File: config.mk
export PLATFORM = sky130hd
export DESIGN_NAME = led_scan_arbiter
export DESIGN_NICKNAME = d
export VERILOG_FILES = /design/src/rtl/led_scan_arbiter.sv
export SDC_FILE = /design/constraint.sdc
export NUM_CORES = 1
export LEC_CHECK = 0
export CAP_MARGIN = 0
export CORE_ASPECT_RATIO = 0.9
export CORE_MARGIN = 2
export CORE_UTILIZATION = 48
export CTS_BUF_LIST = sky130_fd_sc_hd__clkbuf_4 sky130_fd_sc_hd__clkbuf_8
export CTS_CLUSTER_DIAMETER = 120
export DETAILED_ROUTE_END_ITERATION = 12
export GPL_ROUTABILITY_DRIVEN = 0
export PLACE_DENSITY = 0.91
export SETUP_SLACK_MARGIN = 0.3
export SYNTH_ARGS = -nofsm -noshare
export SYNTH_HDL_FRONTEND = slang
export SYNTH_SLANG_ARGS = --single-unit
export TNS_END_PERCENT = 50
File: constraint.sdc
create_clock -name clk -period 3.33 [get_ports clk]
set_input_delay 0.4995 -clock clk [delete_from_list [all_inputs] [get_ports clk]]
set_output_delay 0.4995 -clock clk [all_outputs]
set_load 0.02 [all_outputs]
File: src/rtl/led_scan_arbiter.sv
// Two-requester arbiter for an 8-digit multiplexed 7-segment display.
// The owner keeps the display for at least MIN_FRAMES full scans before the other side can take it.
module led_scan_arbiter #(
  parameter int SCAN_DIV   = 100000,
  parameter int MIN_FRAMES = 2
) (
  input  logic        clk,
  input  logic        rst,
  input  logic        req_a,
  input  logic [31:0] data_a,
  input  logic        req_b,
  input  logic [31:0] data_b,
  output logic        grant_a,
  output logic        grant_b,
  output logic [7:0]  en,
  output logic [7:0]  cx
);
  localparam int DW = (SCAN_DIV > 2) ? $clog2(SCAN_DIV) : 1;
  localparam int FW = $clog2(MIN_FRAMES + 1);
  localparam logic [DW-1:0] DIV_MAX = DW'(SCAN_DIV - 1);
  localparam logic [FW:0]   MINF    = (FW+1)'(MIN_FRAMES);

  typedef enum logic [1:0] {IDLE, OWN_A, OWN_B} state_t;

  state_t        state;
  logic          last_b;     // 1 when B was the most recent owner
  logic [DW-1:0] div_cnt;
  logic [2:0]    idx;
  logic [FW-1:0] frame_cnt;

  logic          owned, div_wrap, frame_end, quota, own_req, oth_req;
  logic [FW:0]   fc_inc;
  logic [31:0]   odata;
  logic [3:0]    nib;

  function automatic logic [7:0] hex7(input logic [3:0] v);
    case (v)
      4'h0: hex7 = 8'hC0; 4'h1: hex7 = 8'hF9; 4'h2: hex7 = 8'hA4; 4'h3: hex7 = 8'hB0;
      4'h4: hex7 = 8'h99; 4'h5: hex7 = 8'h92; 4'h6: hex7 = 8'h82; 4'h7: hex7 = 8'hF8;
      4'h8: hex7 = 8'h80; 4'h9: hex7 = 8'h90; 4'hA: hex7 = 8'h88; 4'hB: hex7 = 8'h83;
      4'hC: hex7 = 8'hC6; 4'hD: hex7 = 8'hA1; 4'hE: hex7 = 8'h86; default: hex7 = 8'h8E;
    endcase
  endfunction

  assign owned     = (state != IDLE);
  assign div_wrap  = (div_cnt == DIV_MAX);
  assign frame_end = div_wrap && (idx == 3'd7);
  assign fc_inc    = {1'b0, frame_cnt} + 1'b1;
  assign quota     = (fc_inc >= MINF);
  assign own_req   = (state == OWN_B) ? req_b : req_a;
  assign oth_req   = (state == OWN_B) ? req_a : req_b;
  assign odata     = (state == OWN_B) ? data_b : data_a;
  assign nib       = odata[{idx, 2'b00} +: 4];

  always_ff @(posedge clk) begin
    if (rst) begin
      state     <= IDLE;
      grant_a   <= 1'b0;
      grant_b   <= 1'b0;
      last_b    <= 1'b1;
      div_cnt   <= '0;
      idx       <= '0;
      frame_cnt <= '0;
      en        <= 8'hFF;
      cx        <= 8'hFF;
    end else begin
      en <= owned ? ~(8'h01 << idx) : 8'hFF;
      cx <= owned ? hex7(nib) : 8'hFF;
      case (state)
        IDLE: begin
          div_cnt   <= '0;
          idx       <= '0;
          frame_cnt <= '0;
          if (req_a && (!req_b || last_b)) begin
            state   <= OWN_A;
            grant_a <= 1'b1;
            last_b  <= 1'b0;
          end else if (req_b) begin
            state   <= OWN_B;
            grant_b <= 1'b1;
            last_b  <= 1'b1;
          end
        end
        OWN_A, OWN_B: begin
          if (!own_req) begin
            state     <= IDLE;
            grant_a   <= 1'b0;
            grant_b   <= 1'b0;
            div_cnt   <= '0;
            idx       <= '0;
            frame_cnt <= '0;
          end else if (frame_end && oth_req && quota) begin
            // direct hand-over, scan restarts at digit 0 for the new owner
            state     <= (state == OWN_A) ? OWN_B : OWN_A;
            grant_a   <= (state == OWN_B);
            grant_b   <= (state == OWN_A);
            last_b    <= (state == OWN_A);
            div_cnt   <= '0;
            idx       <= '0;
            frame_cnt <= '0;
          end else begin
            div_cnt <= div_wrap ? '0 : div_cnt + 1'b1;
            if (div_wrap) idx <= idx + 3'd1;
            if (frame_end) frame_cnt <= quota ? MINF[FW-1:0] : fc_inc[FW-1:0];
          end
        end
        default: begin
          state   <= IDLE;
          grant_a <= 1'b0;
          grant_b <= 1'b0;
        end
      endcase
    end
  end
endmodule

==> impl_metrics.yaml <==
outcome:
  outcome: "complete, no violations"
job:
  drv_cap: 0
timing:
  hold_viol_final: 0
  fin_setup_tns_ps: 0
  slew-limit-headroom_pct: 57.3
  slew_violations: 0
  rsz0062_at_grt: "no"
  worstMarginPinSlew_ps: 629
  finalClockSkew_ps: 12.4
  post-route-min-period_ps: 2690
  setup_viol: 0
  fmax_ghz: 0.371
  post-route-period-util_pct: 80.9
pwr:
  internal-power_mw: 1.13
  power.switching_mw: 0.641
  sw_frac_of_total_pct: 36.3
  ir_drop_mv: 0.552
  leakage_nw: 1.34
  p_clk_share_pct: 19.2
  power_frac_seq_pct: 33.6
  combPwrFrac_pct: 47.3
  power_density_nw_per_um2: 487
critical_path:
  worst_setup_path_end_kind: "flip-flop"
  start_kind: "flip-flop"
  worst_ep_arrival_time_ps: 2860
  r2r_slack_ps: 640
  ff2ff_path_depth: 9
  crit_type: "reg -> reg"
  path_max_fanout: 13
  r2r_end: "cx[6]$_SDFF_PP1_"
  cp.required_ps: 3490
  r2r-start: "state[0]$_SDFFE_PP0P_"
min_path:
  hold-path-cell-count: 2
  hold_path.class: "reg -> reg"
  holdCritStartpoint: "div_cnt[15]$_SDFFE_PP0P_"
  min_to: "div_cnt[15]$_SDFFE_PP0P_"
placed_design:
  hpwl_microns: 5670
  placed_area_sq_um: 3530
  io_buffer_count: 84
route:
  num_vias: 2400
  post-route-drc-count: 0
  wl_microns: 7050
  antenna_left: 0
  avgViaCountPerCell: 5.65
  first_pass_iters: 5
  drt_iter0_markers: 149
  wl_per_cell_microns: 16.6
layout:
  fill_cells: 392
  syn_to_final_growth_pct: 35.4
  final_cell_area_sq_um: 3630
  antennaDiodeCount: 0
  fin_nets: 441
  drive_above_1_share_pct: 9.78
yosys:
  yosysMostFrequentCell: "dfxtp_1"
  syn_area_sq_um: 2680
  yosys_warnings: 0
  syn_nets: 360
  synth_edf_count: 0
  syn_avg_cell_area_sq_um: 9.72
  yosysSeqAreaShare_pct: 31.3
  synth_top_area_share_pct: 31.3
  synth_top_cells_by_count: "dfxtp_1 (42), nor2_1 (34), nand2_1 (26)"
  synth_flop_cell: "dfxtp_1"
  synth_top_area_cell: "dfxtp_1"
  yosysUniqueCellTypes: 50
  synth_seq_cells: 42
  netlist_top_cells_area: "dfxtp_1 (31%), mux4_2 (10%), ha_1 (7.5%)"
  synthArstFlopShare_pct: 0
  synth_cells: 276
die:
  core.rowCount: 25
  die_h_microns: 74.9
  die_x_microns: 82.8
  num_io_pins: 86
  start_util_pct: 50.5
  design.die.area_sq_um: 6210
  core_area_sq_um: 5320
global_routing:
  grt_pass1_wl_microns: 10800
  grt_max_degree: 17
  gr-usage-all-layers_pct: 21.9
  grt_pass1_vias: 2266
  grt-ovfl-total: 0
  antenna_found_initial: 0
cts:
  cts_buffers: 5
  clk_latency_ps: 300
  cts_tree: "yes"
  cts_max_level: 2
  cts_root_buf: "clkbuf_8"
  clock_sinks: 42
  postCtsHoldBufs: 0
  path_clk_slew_ps: 90
  cts_buffer_depth: 2
-- registers in the layout, summed over array words and instances, names as in the netlist --
register   count
en             8
last_b         1
grant_b        1
idx            3
div_cnt       17
frame_cnt      2
cx             7
state          2
grant_a        1
-- how the worst max path moves through the flow --
| stage | start | slack, ps | depth (start not counted) | to |
|---|---|---|---|---|
| final | state[0]$_SDFFE_PP0P_ | 640 | 9 | cx[6]$_SDFF_PP1_ |
| after global routing | state[0]$_SDFFE_PP0P_ | 430 | 10 | cx[1]$_SDFF_PP1_ |
| after CTS | state[0]$_SDFFE_PP0P_ | 400 | 9 | cx[6]$_SDFF_PP1_ |
| after detailed placement | state[0]$_SDFFE_PP0P_ | 420 | 9 | cx[6]$_SDFF_PP1_ |
| after global placement | state[0]$_SDFFE_PP0P_ | 550 | 9 | cx[6]$_SDFF_PP1_ |
| after floorplan | state[0]$_SDFFE_PP0P_ | 790 | 11 | cx[5]$_SDFF_PP1_ |
-- cells by family (layout without fill, tap and decap cells) --
| kind of cell | after synthesis | after routing | share of synthesized area [%] |
|---|---|---|---|
| DFF | 42 | 42 | 31.3 |
| AOI/OAI and AO/OA | 34 | 34 | 8.67 |
| xor gates and xnor gates | 14 | 14 | 4.57 |
| muxes | 38 | 38 | 24.0 |
| buffers and inverters | 27 | 109 | 5.69 |
| and+or+nand+nor | 104 | 104 | 18.2 |
| other | 1 | 1 | 0.140 |
| adders and majority gates | 16 | 16 | 7.46 |
-- power by group through the flow --
stage | sequential [mW] | clock (mW) | combinational [mW]
CTS | 0.594 | 0.348 | 0.825
floorplan | 0.650 | 0 | 0.532
finish | 0.593 | 0.339 | 0.836
global route | 0.600 | 0.378 | 0.906
global placement | 0.603 | 0 | 0.801
detailed placement | 0.605 | 0 | 0.820
-- cell type report --
| type | instances | area (sq um) | area share (%) |
|---|---|---|---|
| Timing Repair Buffer | 88 | 871 | 24.0 |
| Clock inverter | 3 | 23.8 | 0.654 |
| Tap cell | 67 | 83.8 | 2.31 |
| Clock buffer | 5 | 68.8 | 1.89 |
| Inverter | 13 | 48.8 | 1.34 |
| Multi-Input combinational cell | 207 | 1700 | 46.7 |
| Sequential cell | 42 | 841 | 23.1 |
-- timing repair --
item	4_1_cts	5_1_grt
buffers inserted	0	0
gates resized for setup	0	2
setup endpoints to repair	0	7
hold endpoints to repair	0	0
-- metrics by stage --
stage | setup slack, ps | hold WS [ps] | instances | utilization, % | power, mW
5_1_grt | 433 | 505 | 425 | 68.3 | 1.88
3_3_place_gp | 545 | 452 | 417 | 66.5 | 1.40
2_1_floorplan | 793 | 436 | 276 | - | 1.18
3_5_place_dp | 420 | 465 | 417 | 66.5 | 1.43
4_1_cts | 396 | 481 | 425 | 68.2 | 1.77
6_report | 637 | 483 | 425 | 68.3 | 1.77
-- cells in the final DEF, fill, tap and decap left out, drive strengths merged, types with 11 or more instances in the layout --
| master | n |
|---|---|
| clkdlybuf4s50 | 84 |
| dfxtp | 42 |
| nor2 | 34 |
| nand2 | 27 |
| mux2i | 17 |
| nand3 | 16 |
| ha | 16 |
| mux4 | 16 |
| inv | 14 |
| a21oi | 11 |
| xor2 | 11 |
-- routing by layer --
layer	vias to the layer above	GRT usage (%)	part of all wire (%)
li1	1155	-	-
met1	1152	27.9	43
met2	82	38.4	51
met3	11	4.39	5.2
met4	0	7.29	1.5
met5	-	0	0
-- critical path: stages (launching register included) --
cell and delay, ps:
dfxtp_1 350, inv_1 90, ha_2 400, buf_4 260, mux4_1 620, mux2i_4 210
mux2i_4 140, mux2_1 320, nand2_1 70, o211ai_1 90
(Power assumes the default switching activity.)
